==> src/rtl/xor_end_perm_pipe_if.sv <==
// ---------------------------------------------------------------------------
// ascon_pack / xor_end_perm_pipe_if
//
// ascon_pack  : the 5 x 64-bit ASCON state. x0 is the most significant word,
//               so casting a type_state to logic [319:0] gives {x0,..,x4}
//               with x4[0] as bit 0.
// xor_end_perm_pipe_if : groups every data/handshake signal of the
//               end-of-permutation XOR stage.
//   in_valid_i / in_ready_o   input transaction handshake
//   mode_i, key_i, registerS_i input payload (00 PASS, 01 DOMAIN, 10 KEY, 11 TAG)
//   out_valid_o / out_ready_i result handshake, registerS_o result state
//   tag_valid_o / tag_ready_i tag beat handshake, tag_data_o beat, tag_last_o
//   modport slave  : the stage itself
//   modport master : upstream producer plus downstream consumers
// ---------------------------------------------------------------------------
package ascon_pack;
  typedef struct packed {
    logic [63:0] x0;
    logic [63:0] x1;
    logic [63:0] x2;
    logic [63:0] x3;
    logic [63:0] x4;
  } type_state;
endpackage

interface xor_end_perm_pipe_if #(
  parameter int KEY_W = 128,
  parameter int TAG_W = 64
);
  import ascon_pack::*;

  logic             in_valid_i;
  logic             in_ready_o;
  logic [1:0]       mode_i;
  logic [KEY_W-1:0] key_i;
  type_state        registerS_i;
  logic             out_valid_o;
  logic             out_ready_i;
  type_state        registerS_o;
  logic             tag_valid_o;
  logic             tag_ready_i;
  logic [TAG_W-1:0] tag_data_o;
  logic             tag_last_o;

  modport slave (
    input  in_valid_i, mode_i, key_i, registerS_i, out_ready_i, tag_ready_i,
    output in_ready_o, out_valid_o, registerS_o, tag_valid_o, tag_data_o, tag_last_o
  );

  modport master (
    output in_valid_i, mode_i, key_i, registerS_i, out_ready_i, tag_ready_i,
    input  in_ready_o, out_valid_o, registerS_o, tag_valid_o, tag_data_o, tag_last_o
  );
endinterface

==> src/rtl/xor_end_perm_pipe.sv <==
// ---------------------------------------------------------------------------
// xor_end_perm_pipe
//
// Registered end-of-permutation XOR stage of the ASCON datapath. Each accepted
// transaction is turned into one of PASS / DOMAIN / KEY / TAG results and held
// in a one-entry valid/ready output stage. TAG transactions additionally load
// the 128-bit tag (pre-XOR state low half XOR key low half) into a shift
// register that is streamed out MSB-first in TAG_W-bit beats.
//
// Ports:
//   clock_i  rising-edge clock
//   reset_i  synchronous active-high reset
//   bus      xor_end_perm_pipe_if.slave (all handshake and payload signals)
// Parameters:
//   KEY_W    128 or 160; the key is XORed into bits [KEY_W-1:0] of the state
//   TAG_W    32, 64 or 128; tag beat width, NB = 128/TAG_W beats
// The interface instance must use the same KEY_W/TAG_W as this module.
// ---------------------------------------------------------------------------
module xor_end_perm_pipe
  import ascon_pack::*;
#(
  parameter int KEY_W = 128,
  parameter int TAG_W = 64
) (
  input logic                clock_i,
  input logic                reset_i,
  xor_end_perm_pipe_if.slave bus
);

  localparam int NB = 128 / TAG_W;
  localparam int CW = (NB > 1) ? $clog2(NB) : 1;
  localparam logic [CW-1:0] LAST_CNT = CW'(NB - 1);

  localparam logic [1:0] MODE_PASS   = 2'b00;
  localparam logic [1:0] MODE_DOMAIN = 2'b01;
  localparam logic [1:0] MODE_KEY    = 2'b10;
  localparam logic [1:0] MODE_TAG    = 2'b11;

  if (!(KEY_W == 128 || KEY_W == 160)) begin : g_bad_key_w
    $error("xor_end_perm_pipe: KEY_W must be 128 or 160");
  end
  if (!(TAG_W == 32 || TAG_W == 64 || TAG_W == 128)) begin : g_bad_tag_w
    $error("xor_end_perm_pipe: TAG_W must be 32, 64 or 128");
  end

  typedef enum logic [0:0] {
    ST_IDLE   = 1'b0,
    ST_STREAM = 1'b1
  } tag_st_e;

  logic [319:0] c_s;
  logic [319:0] key_ext_s;
  logic [319:0] res_s;
  logic [127:0] tag_s;
  logic         tag_busy_s;
  logic         in_ready_s;
  logic         accept_s;

  logic         out_valid_q, out_valid_d;
  logic [319:0] res_q, res_d;
  tag_st_e      st_q, st_d;
  logic [127:0] sh_q, sh_d;
  logic [CW-1:0] cnt_q, cnt_d;

  assign c_s       = bus.registerS_i;
  // For KEY_W=160 the key reaches into x2[31:0]; upper bits are untouched.
  assign key_ext_s = {{(320 - KEY_W){1'b0}}, bus.key_i};
  // The tag is taken from the state before the key XOR.
  assign tag_s     = c_s[127:0] ^ bus.key_i[127:0];

  assign tag_busy_s = (st_q == ST_STREAM);
  // No input of any mode while a tag is streaming, so a new tag never
  // overwrites one that is only partly delivered.
  assign in_ready_s = (!out_valid_q || bus.out_ready_i) && !tag_busy_s;
  assign accept_s   = bus.in_valid_i && in_ready_s;

  // Post-permutation operation select.
  always_comb begin
    res_s = c_s;
    case (bus.mode_i)
      MODE_PASS:   res_s = c_s;
      MODE_DOMAIN: res_s = c_s ^ 320'd1;
      MODE_KEY:    res_s = c_s ^ key_ext_s;
      MODE_TAG:    res_s = c_s ^ key_ext_s;
      default:     res_s = c_s;
    endcase
  end

  // One-entry output stage; accept-and-drain in one cycle keeps valid high.
  always_comb begin
    out_valid_d = out_valid_q;
    res_d       = res_q;
    if (accept_s) begin
      out_valid_d = 1'b1;
      res_d       = res_s;
    end else if (bus.out_ready_i) begin
      out_valid_d = 1'b0;
    end else begin
      out_valid_d = out_valid_q;
    end
  end

  // Tag engine next-state: load on TAG acceptance, shift one beat per handshake.
  always_comb begin
    st_d  = st_q;
    sh_d  = sh_q;
    cnt_d = cnt_q;
    case (st_q)
      ST_IDLE: begin
        if (accept_s && (bus.mode_i == MODE_TAG)) begin
          st_d  = ST_STREAM;
          sh_d  = tag_s;
          cnt_d = '0;
        end else begin
          st_d = ST_IDLE;
        end
      end
      ST_STREAM: begin
        if (bus.tag_ready_i) begin
          sh_d = sh_q << TAG_W;
          if (cnt_q == LAST_CNT) begin
            st_d  = ST_IDLE;
            cnt_d = '0;
          end else begin
            cnt_d = cnt_q + CW'(1);
          end
        end else begin
          st_d = ST_STREAM;
        end
      end
      default: begin
        st_d  = ST_IDLE;
        sh_d  = '0;
        cnt_d = '0;
      end
    endcase
  end

  // State registers; reset drops any partially streamed tag.
  always_ff @(posedge clock_i) begin
    if (reset_i) begin
      out_valid_q <= 1'b0;
      res_q       <= '0;
      st_q        <= ST_IDLE;
      sh_q        <= '0;
      cnt_q       <= '0;
    end else begin
      out_valid_q <= out_valid_d;
      res_q       <= res_d;
      st_q        <= st_d;
      sh_q        <= sh_d;
      cnt_q       <= cnt_d;
    end
  end

  assign bus.in_ready_o  = in_ready_s;
  assign bus.out_valid_o = out_valid_q;
  assign bus.registerS_o = res_q;
  assign bus.tag_valid_o = tag_busy_s;
  assign bus.tag_data_o  = sh_q[127 -: TAG_W];
  assign bus.tag_last_o  = tag_busy_s && (cnt_q == LAST_CNT);

endmodule
==> src/flat_wrapper.sv <==
// flat-port wrapper written by rule: the top's interface ports become plain ports
module xor_end_perm_pipe_flat import ascon_pack::*;
#(
  parameter int KEY_W = 128,
  parameter int TAG_W = 64
)
  (clock_i, reset_i, bus_in_valid_i, bus_mode_i, bus_key_i, bus_registerS_i, bus_out_ready_i, bus_tag_ready_i, bus_in_ready_o, bus_out_valid_o, bus_registerS_o, bus_tag_valid_o, bus_tag_data_o, bus_tag_last_o);
  xor_end_perm_pipe_if #(.KEY_W(KEY_W), .TAG_W(TAG_W)) bus_i ();
  input logic clock_i;
  input logic reset_i;
  input wire logic [$bits(bus_i.in_valid_i)-1:0] bus_in_valid_i;
  input wire logic [$bits(bus_i.mode_i)-1:0] bus_mode_i;
  input wire logic [$bits(bus_i.key_i)-1:0] bus_key_i;
  input wire logic [$bits(bus_i.registerS_i)-1:0] bus_registerS_i;
  input wire logic [$bits(bus_i.out_ready_i)-1:0] bus_out_ready_i;
  input wire logic [$bits(bus_i.tag_ready_i)-1:0] bus_tag_ready_i;
  output wire logic [$bits(bus_i.in_ready_o)-1:0] bus_in_ready_o;
  output wire logic [$bits(bus_i.out_valid_o)-1:0] bus_out_valid_o;
  output wire logic [$bits(bus_i.registerS_o)-1:0] bus_registerS_o;
  output wire logic [$bits(bus_i.tag_valid_o)-1:0] bus_tag_valid_o;
  output wire logic [$bits(bus_i.tag_data_o)-1:0] bus_tag_data_o;
  output wire logic [$bits(bus_i.tag_last_o)-1:0] bus_tag_last_o;
  assign bus_i.in_valid_i = bus_in_valid_i;
  assign bus_i.mode_i = bus_mode_i;
  assign bus_i.key_i = bus_key_i;
  assign bus_i.registerS_i = bus_registerS_i;
  assign bus_i.out_ready_i = bus_out_ready_i;
  assign bus_i.tag_ready_i = bus_tag_ready_i;
  assign bus_in_ready_o = bus_i.in_ready_o;
  assign bus_out_valid_o = bus_i.out_valid_o;
  assign bus_registerS_o = bus_i.registerS_o;
  assign bus_tag_valid_o = bus_i.tag_valid_o;
  assign bus_tag_data_o = bus_i.tag_data_o;
  assign bus_tag_last_o = bus_i.tag_last_o;
  xor_end_perm_pipe #(.KEY_W(KEY_W), .TAG_W(TAG_W)) u_core (.clock_i(clock_i), .reset_i(reset_i), .bus(bus_i));
endmodule
==> config.mk <==
export PLATFORM = sky130hd
export DESIGN_NAME = xor_end_perm_pipe_flat
export DESIGN_NICKNAME = d
export VERILOG_FILES = /design/src/rtl/xor_end_perm_pipe_if.sv /design/src/rtl/xor_end_perm_pipe.sv /design/src/flat_wrapper.sv
export SDC_FILE = /design/constraint.sdc
export NUM_CORES = 1
export LEC_CHECK = 0
export BUFFER_PORTS_ARGS = -buffer_cell sky130_fd_sc_hd__buf_2
export CAP_MARGIN = 20
export CELL_PAD_IN_SITES_DETAIL_PLACEMENT = 1
export CELL_PAD_IN_SITES_GLOBAL_PLACEMENT = 1
export CORE_AREA = 10 10 316 318
export CTS_CLUSTER_SIZE = 10
export DETAILED_ROUTE_END_ITERATION = 10
export DIE_AREA = 0 0 326 328
export GPL_TIMING_DRIVEN = 0
export PLACE_DENSITY_LB_ADDON = 0.1
export SYNTH_ARGS = -nofsm -noshare
export SYNTH_HDL_FRONTEND = slang
export SYNTH_SLANG_ARGS = --single-unit
export TNS_END_PERCENT = 30
==> constraint.sdc <==
create_clock -name clock_i -period 1.8 [get_ports clock_i]
set_input_delay 0.27 -clock clock_i [delete_from_list [all_inputs] [get_ports clock_i]]
set_output_delay 0.27 -clock clock_i [all_outputs]
set_load 0.005 [all_outputs]
---- Word-level counts from Yosys, hierarchy flattened ----
Index checks and enable logic that the tools add are counted.
operators by class
  add/sub/neg operators ................... 1
  equality and inequality tests ........... 5
  multiplexer cells ....................... 14
  bitwise logic cells ..................... 4
  reduce and logical (&&, ||, !) cells .... 11
operators with widths
  cell                 number
  $pmux 320 s3         1
  $xor 320x128->320    1
  $mux 128             2
  $pmux 128 s2         1
  $xor 128x128->128    1
  $mux 1               8
  $eq 2x2->1 const B   2
  $logic_and 1x1->1    4
  $pmux 1 s2           2
  $eq 2x1->1 const B   1
  $logic_not 1->1      2
  $logic_not 2->1      1
  $ne 2x1->1 const B   1
  $ne 2x2->1 const B   1
  $not 1->1            2
  $reduce_and 2->1     1
  $reduce_bool 2->1    1
  $reduce_or 2->1      1
  $add 1x1->1 const B  1
  $logic_or 1x1->1     1
storage, ports and cells
  flip-flop bits (word level) ............. 451
  output and inout port bits .............. 388
  word-level logic and storage cells ...... 40

---- Depth between registers and ports, before layout ----
  depth after elaboration ................. 7
  gate-level depth with buffers ........... 8
  mapped depth without buffers ............ 3

---- Worst setup path after synthesis ----
OpenSTA, ideal clock, no wires.
  kind .................................... register -> register
  start ................................... reg u_core.st_q, in the netlist u_core.bus.tag_valid_o
  end ..................................... reg u_core.sh_q[100]
  setup time .............................. 0.134 ns
  arrival ................................. 1.447 ns
  setup slack ............................. 0.218 ns
  cell stages (with the launch flop) ...... 8
  path buffers ............................ 4
  clock period less this slack ............ 1.582 ns
  path through ............................ dfxtp_1 -> buf_4 -> nand2b_1 -> buf_2 -> buf_4 -> clkbuf_1 -> o311ai_0 -> o31ai_1
between the ends
  cells in the longest elaborated chain, start to end .. 6
  elaborated cells between the ends (all ways) .. 9
  those cells by class .................... 2 x eq/ne; 1 x mux; 1 x bitwise; 5 x reduce/logical
ends and longest elaborated chain
  what                               RTL line                  source
  start, declared                    xor_end_perm_pipe.sv:61   tag_st_e st_q, st_d;
  start signal, assigned             xor_end_perm_pipe.sv:150  st_q <= st_d;
  $logic_not 1->1                    xor_end_perm_pipe.sv:74   assign in_ready_s = (!out_valid_q || bus.out_ready_i) && !tag_busy_s;
  $logic_and 1x1->1                  xor_end_perm_pipe.sv:74
  $logic_and 1x1->1                  xor_end_perm_pipe.sv:75   assign accept_s = bus.in_valid_i && in_ready_s;
  $logic_and 1x1->1                  xor_end_perm_pipe.sv:110  if (accept_s && (bus.mode_i == MODE_TAG)) begin
  $ne 2x1->1 (no source line)        -
  $reduce_and 2->1 (no source line)  -
  end signal, assigned               xor_end_perm_pipe.sv:145  sh_q <= '0;
  end signal, assigned               xor_end_perm_pipe.sv:151  sh_q <= sh_d;
  end, declared                      xor_end_perm_pipe.sv:62   logic [127:0] sh_q, sh_d;
Parallel ways exist; a longest one is shown, timed or not.
A chain may end at the register's enable or synchronous reset.

---- Worst setup path in the final report ----
  start ................................... reg u_core.out_valid_q, in the netlist u_core.bus.out_valid_o
  end ..................................... out bus_in_ready_o
between the ends
  cells in the longest elaborated chain, start to end .. 3
ends and longest elaborated chain
  what                    RTL line                  source
  start, declared         xor_end_perm_pipe.sv:59   logic out_valid_q, out_valid_d;
  start signal, assigned  xor_end_perm_pipe.sv:148  out_valid_q <= out_valid_d;
  $logic_not 1->1         xor_end_perm_pipe.sv:74
  $logic_or 1x1->1        xor_end_perm_pipe.sv:74
  $logic_and 1x1->1       xor_end_perm_pipe.sv:74
  end, declared           flat_wrapper.sv:17        output wire logic [$bits(bus_i.in_ready_o)-1:0] bus_in_ready_o;
Every way passes these cells.

==> impl_metrics.xml <==
<?xml version="1.0" encoding="UTF-8"?>
<metrics>
  <group name="layout">
    <metric name="layout.nets" unit="">4155</metric>
    <metric name="final_core_utilization" unit="%">35.5</metric>
    <metric name="multi_input_comb_area" unit="sq um">10900</metric>
    <metric name="drive_above_1_share" unit="%">32.9</metric>
    <metric name="fillCellCount" unit="">11100</metric>
    <metric name="post_synthesis_to_final_layout_area_growth" unit="%">54.5</metric>
    <metric name="area.sequential" unit="sq um">9030</metric>
    <metric name="final_cell_area" unit="sq um">33000</metric>
  </group>
  <group name="synthesis">
    <metric name="synth_top_cell_area_share" unit="%">42.2</metric>
    <metric name="postSynthAreaPerCell" unit="sq um">8.59</metric>
    <metric name="netlist_area" unit="sq um">21400</metric>
    <metric name="synth-xor-area-share" unit="%">10.5</metric>
    <metric name="number_of_synthesized_flops_with_an_enable_pin" unit="">0</metric>
    <metric name="async_reset_ff_share" unit="%">0</metric>
    <metric name="postSynth.topFlopCell" unit="">dfxtp_1</metric>
    <metric name="synth_top_cell_by_area" unit="">dfxtp_1</metric>
    <metric name="yosysWarnings" unit="">0</metric>
    <metric name="postSynthCellCount" unit="">2491</metric>
    <metric name="synth-seq-cells" unit="">451</metric>
    <metric name="synthesis.nets" unit="">2946</metric>
    <metric name="synth_compound_area_share" unit="%">25.6</metric>
    <metric name="synth_sequential_area_ratio" unit="%">42.2</metric>
    <metric name="synth_simple_gate_area_share" unit="%">10.9</metric>
    <metric name="synth.area.mux_share" unit="%">3.04</metric>
    <metric name="synthTopCellsByArea" unit="">dfxtp_1, xor2_1, a21oi_1</metric>
    <metric name="netlist-cell-type-count" unit="">26</metric>
    <metric name="dominant_combinational_cell_family_by_area_after_synthesis" unit="">compound AO/OA/AOI/OAI gates</metric>
    <metric name="synth-adder-area-share" unit="%">0</metric>
  </group>
  <group name="worst_setup_path">
    <metric name="arr_time_crit_path" unit="ps">1590</metric>
    <metric name="worst_setup_path_end_kind" unit="">primary output</metric>
    <metric name="crit_fanout" unit="">3</metric>
    <metric name="path_class" unit="">register to primary output</metric>
    <metric name="start_kind" unit="">register</metric>
    <metric name="worst_path_required_time" unit="ps">1530</metric>
  </group>
  <group name="timing">
    <metric name="final_hold_vios" unit="">0</metric>
    <metric name="worst_slew_margin_rel" unit="%">25.1</metric>
    <metric name="slew_viol_final" unit="">0</metric>
    <metric name="finalSetupViolations" unit="">1</metric>
    <metric name="grt_setup_unrepaired" unit="">yes</metric>
    <metric name="tightestPinTransition" unit="ps">1120</metric>
    <metric name="finalWorstSetupSlack" unit="ps">-60.5</metric>
    <metric name="fin_crit" unit="ps">1860</metric>
    <metric name="period_share" unit="%">103</metric>
    <metric name="max_freq" unit="MHz">537</metric>
    <metric name="fin_worst_skew" unit="ps">23.3</metric>
  </group>
  <group name="grt">
    <metric name="overall_global_routing_usage" unit="%">23.7</metric>
    <metric name="grt_antenna_before_repair" unit="">28</metric>
    <metric name="first_pass_grt_wire_length" unit="microns">189000</metric>
    <metric name="grt-ovfl-total" unit="">0</metric>
    <metric name="first_global_vias" unit="">26300</metric>
    <metric name="grt_max_degree" unit="">16</metric>
  </group>
  <group name="drt">
    <metric name="detail_route.wirelength" unit="microns">135000</metric>
    <metric name="postRouteAntennaNets" unit="">0</metric>
    <metric name="wl_per_cell" unit="microns">26.9</metric>
    <metric name="routed-via-count" unit="">24600</metric>
    <metric name="drt-pass1-iter-count" unit="">5</metric>
    <metric name="drtIter0Drc" unit="">1301</metric>
    <metric name="remaining_drc_errors" unit="">0</metric>
    <metric name="routed_via_density" unit="">4.90</metric>
  </group>
  <group name="pwr">
    <metric name="power.leakage" unit="uW">0.0141</metric>
    <metric name="cellPowerDensity" unit="nW/um^2">875</metric>
    <metric name="post-layout-total-power" unit="uW">28900</metric>
    <metric name="worst_ir_drop_vdd" unit="mV">0.687</metric>
  </group>
  <group name="floorplanning">
    <metric name="io_pins" unit="">843</metric>
    <metric name="rows" unit="">112</metric>
    <metric name="floorplan.die_area" unit="sq um">107000</metric>
    <metric name="start_util" unit="%">23.0</metric>
    <metric name="design.core.area" unit="sq um">93000</metric>
    <metric name="die-height" unit="microns">328</metric>
    <metric name="die_width" unit="microns">326</metric>
  </group>
  <group name="status">
    <metric name="status" unit="">finished, violations left</metric>
    <metric name="violations_in_the_final_reports" unit="">negative setup slack</metric>
  </group>
  <group name="place">
    <metric name="port-buffer-count" unit="">841</metric>
    <metric name="dp_slack" unit="ps">-1160</metric>
    <metric name="hpwl" unit="microns">108000</metric>
    <metric name="postPlaceCellArea" unit="sq um">27300</metric>
    <metric name="place_congestion" unit="">0.889</metric>
  </group>
  <group name="clock_network">
    <metric name="cts_inserted_buffers" unit="">59</metric>
    <metric name="ctsLongestPathBuffers" unit="">3</metric>
    <metric name="clk-insertion-delay-late" unit="ps">630</metric>
    <metric name="clk_root_buf" unit="">clkbuf_16</metric>
    <metric name="tritoncts_num_sinks" unit="">451</metric>
    <metric name="htree_num_levels" unit="">2</metric>
    <metric name="clk_pin_slew_worst_paths" unit="ps">50</metric>
    <metric name="tritoncts" unit="">done</metric>
  </group>
  <group name="worst_hold_path">
    <metric name="hp-class" unit="">primary input to register</metric>
  </group>
  <group name="job">
    <metric name="max_cap_violations" unit="">0</metric>
  </group>
</metrics>
-- synth_stat cells (2+ instances only) --
library cell / number
dfxtp_1: 451
buf_4: 66
o311ai_1: 7
nand2b_1: 3
buf_6: 7
nor2_1: 4
nand2_1: 130
xor2_1: 256
and2_1: 2
nand4_1: 64
nand3_1: 192
o311ai_0: 121
a211oi_1: 127
clkbuf_1: 243
o21ai_0: 192
a21oi_1: 384
nor2b_1: 67
buf_1: 13
mux2i_1: 65
o31ai_1: 64
buf_2: 28
-- routing by layer --
layer | GRT usage, % | part of all wire, % | up-vias
li1 | - | - | 11500
met1 | 26.9 | 40 | 12100
met2 | 41.8 | 50 | 787
met3 | 6.29 | 6.3 | 240
met4 | 9.26 | 4.0 | 20
met5 | 0 | 0.085 | -
-- what timing repair did --
action,CTS,global route
pin swaps,15,2
setup endpoints to repair,453,425
gates resized for setup,288,145
hold buffers,280,0
buffers inserted,14,5
endpoints found under the hold margin,274,0
cloned,4,2
-- layout by cell type (no fill, tap or decap), drive strengths merged, types with 14 or more instances in the layout --
| cell type | instances |
|---|---|
| buf | 985 |
| dfxtp | 451 |
| a21oi | 384 |
| clkbuf | 330 |
| dlygate4sd3 | 280 |
| xor2 | 256 |
| nand3 | 192 |
| o21ai | 192 |
| nand2 | 130 |
| o311ai | 128 |
| a211oi | 127 |
| nor2b | 67 |
| mux2i | 65 |
| nand4 | 64 |
| o31ai | 64 |
| diode | 14 |
-- report_power, final --
group / leakage, uW / total (uW) / internal (uW) / switching, uW
Clock: 0.000914 / 11800 / 6880 / 4880
Combinational: 0.00950 / 6090 / 2570 / 3520
Sequential: 0.00371 / 11100 / 10700 / 389
-- cell type report --
type | count | area share (%)
plain buffers | 354 | 6.70
multi-input cells | 1683 | 33.0
flip-flops and latches | 451 | 27.3
clock buffers | 92 | 5.30
clock inverters | 10 | 0.356
diodes | 14 | 0.106
repair buffers | 1151 | 22.5
well taps | 1254 | 4.75
-- final timing paths --
check / depth (start not counted) / from / to / slack (ps)
setup / recovery: 5 / u_core.bus.out_valid_o / bus_in_ready_o / -60
hold / removal: 4 / bus_key_i[3] / u_core.sh_q[3] / 30
setup reg to reg: 6 / u_core.bus.tag_valid_o / u_core.sh_q[27] / 50
hold reg to reg: 2 / u_core.bus.registerS_o[318] / u_core.bus.registerS_o[318] / 470
-- registers in the layout, indices dropped and copies added (netlist names) --
signal / count
u_core.bus.tag_valid_o: 1
u_core.bus.registerS_o: 320
u_core.cnt_q: 1
u_core.sh_q: 128
u_core.bus.out_valid_o: 1
-- metrics by stage --
step | std cells | TNS [ps] | hold slack [ps]
floorplan | 2491 | 0 | 418
CTS | 4991 | -4820 | 0.248
global placement | 4586 | -410300 | 460
finish | 5009 | -60.5 | 28.5
global route | 5006 | -773 | 19.7
detailed placement | 4592 | -351830 | 466
-- critical path, cell delays in order (launching register included) --
cell,delay [ps]
dfxtp_2,320
nor2b_4,140
buf_12,130
clkbuf_16,140
nor2_4,120
buf_6,120
-- cell families (layout without fill, tap and decap cells) --
group                     after synthesis  after routing
other                                   0             14
buffers and inverters                 357           1607
xor gates and xnor gates              256            256
DFF                                   451            451
muxes                                  65             65
and+or+nand+nor                       463            463
AOI/OAI and AO/OA                     899            899
Note: power is estimated with default switching activity, not from simulation.
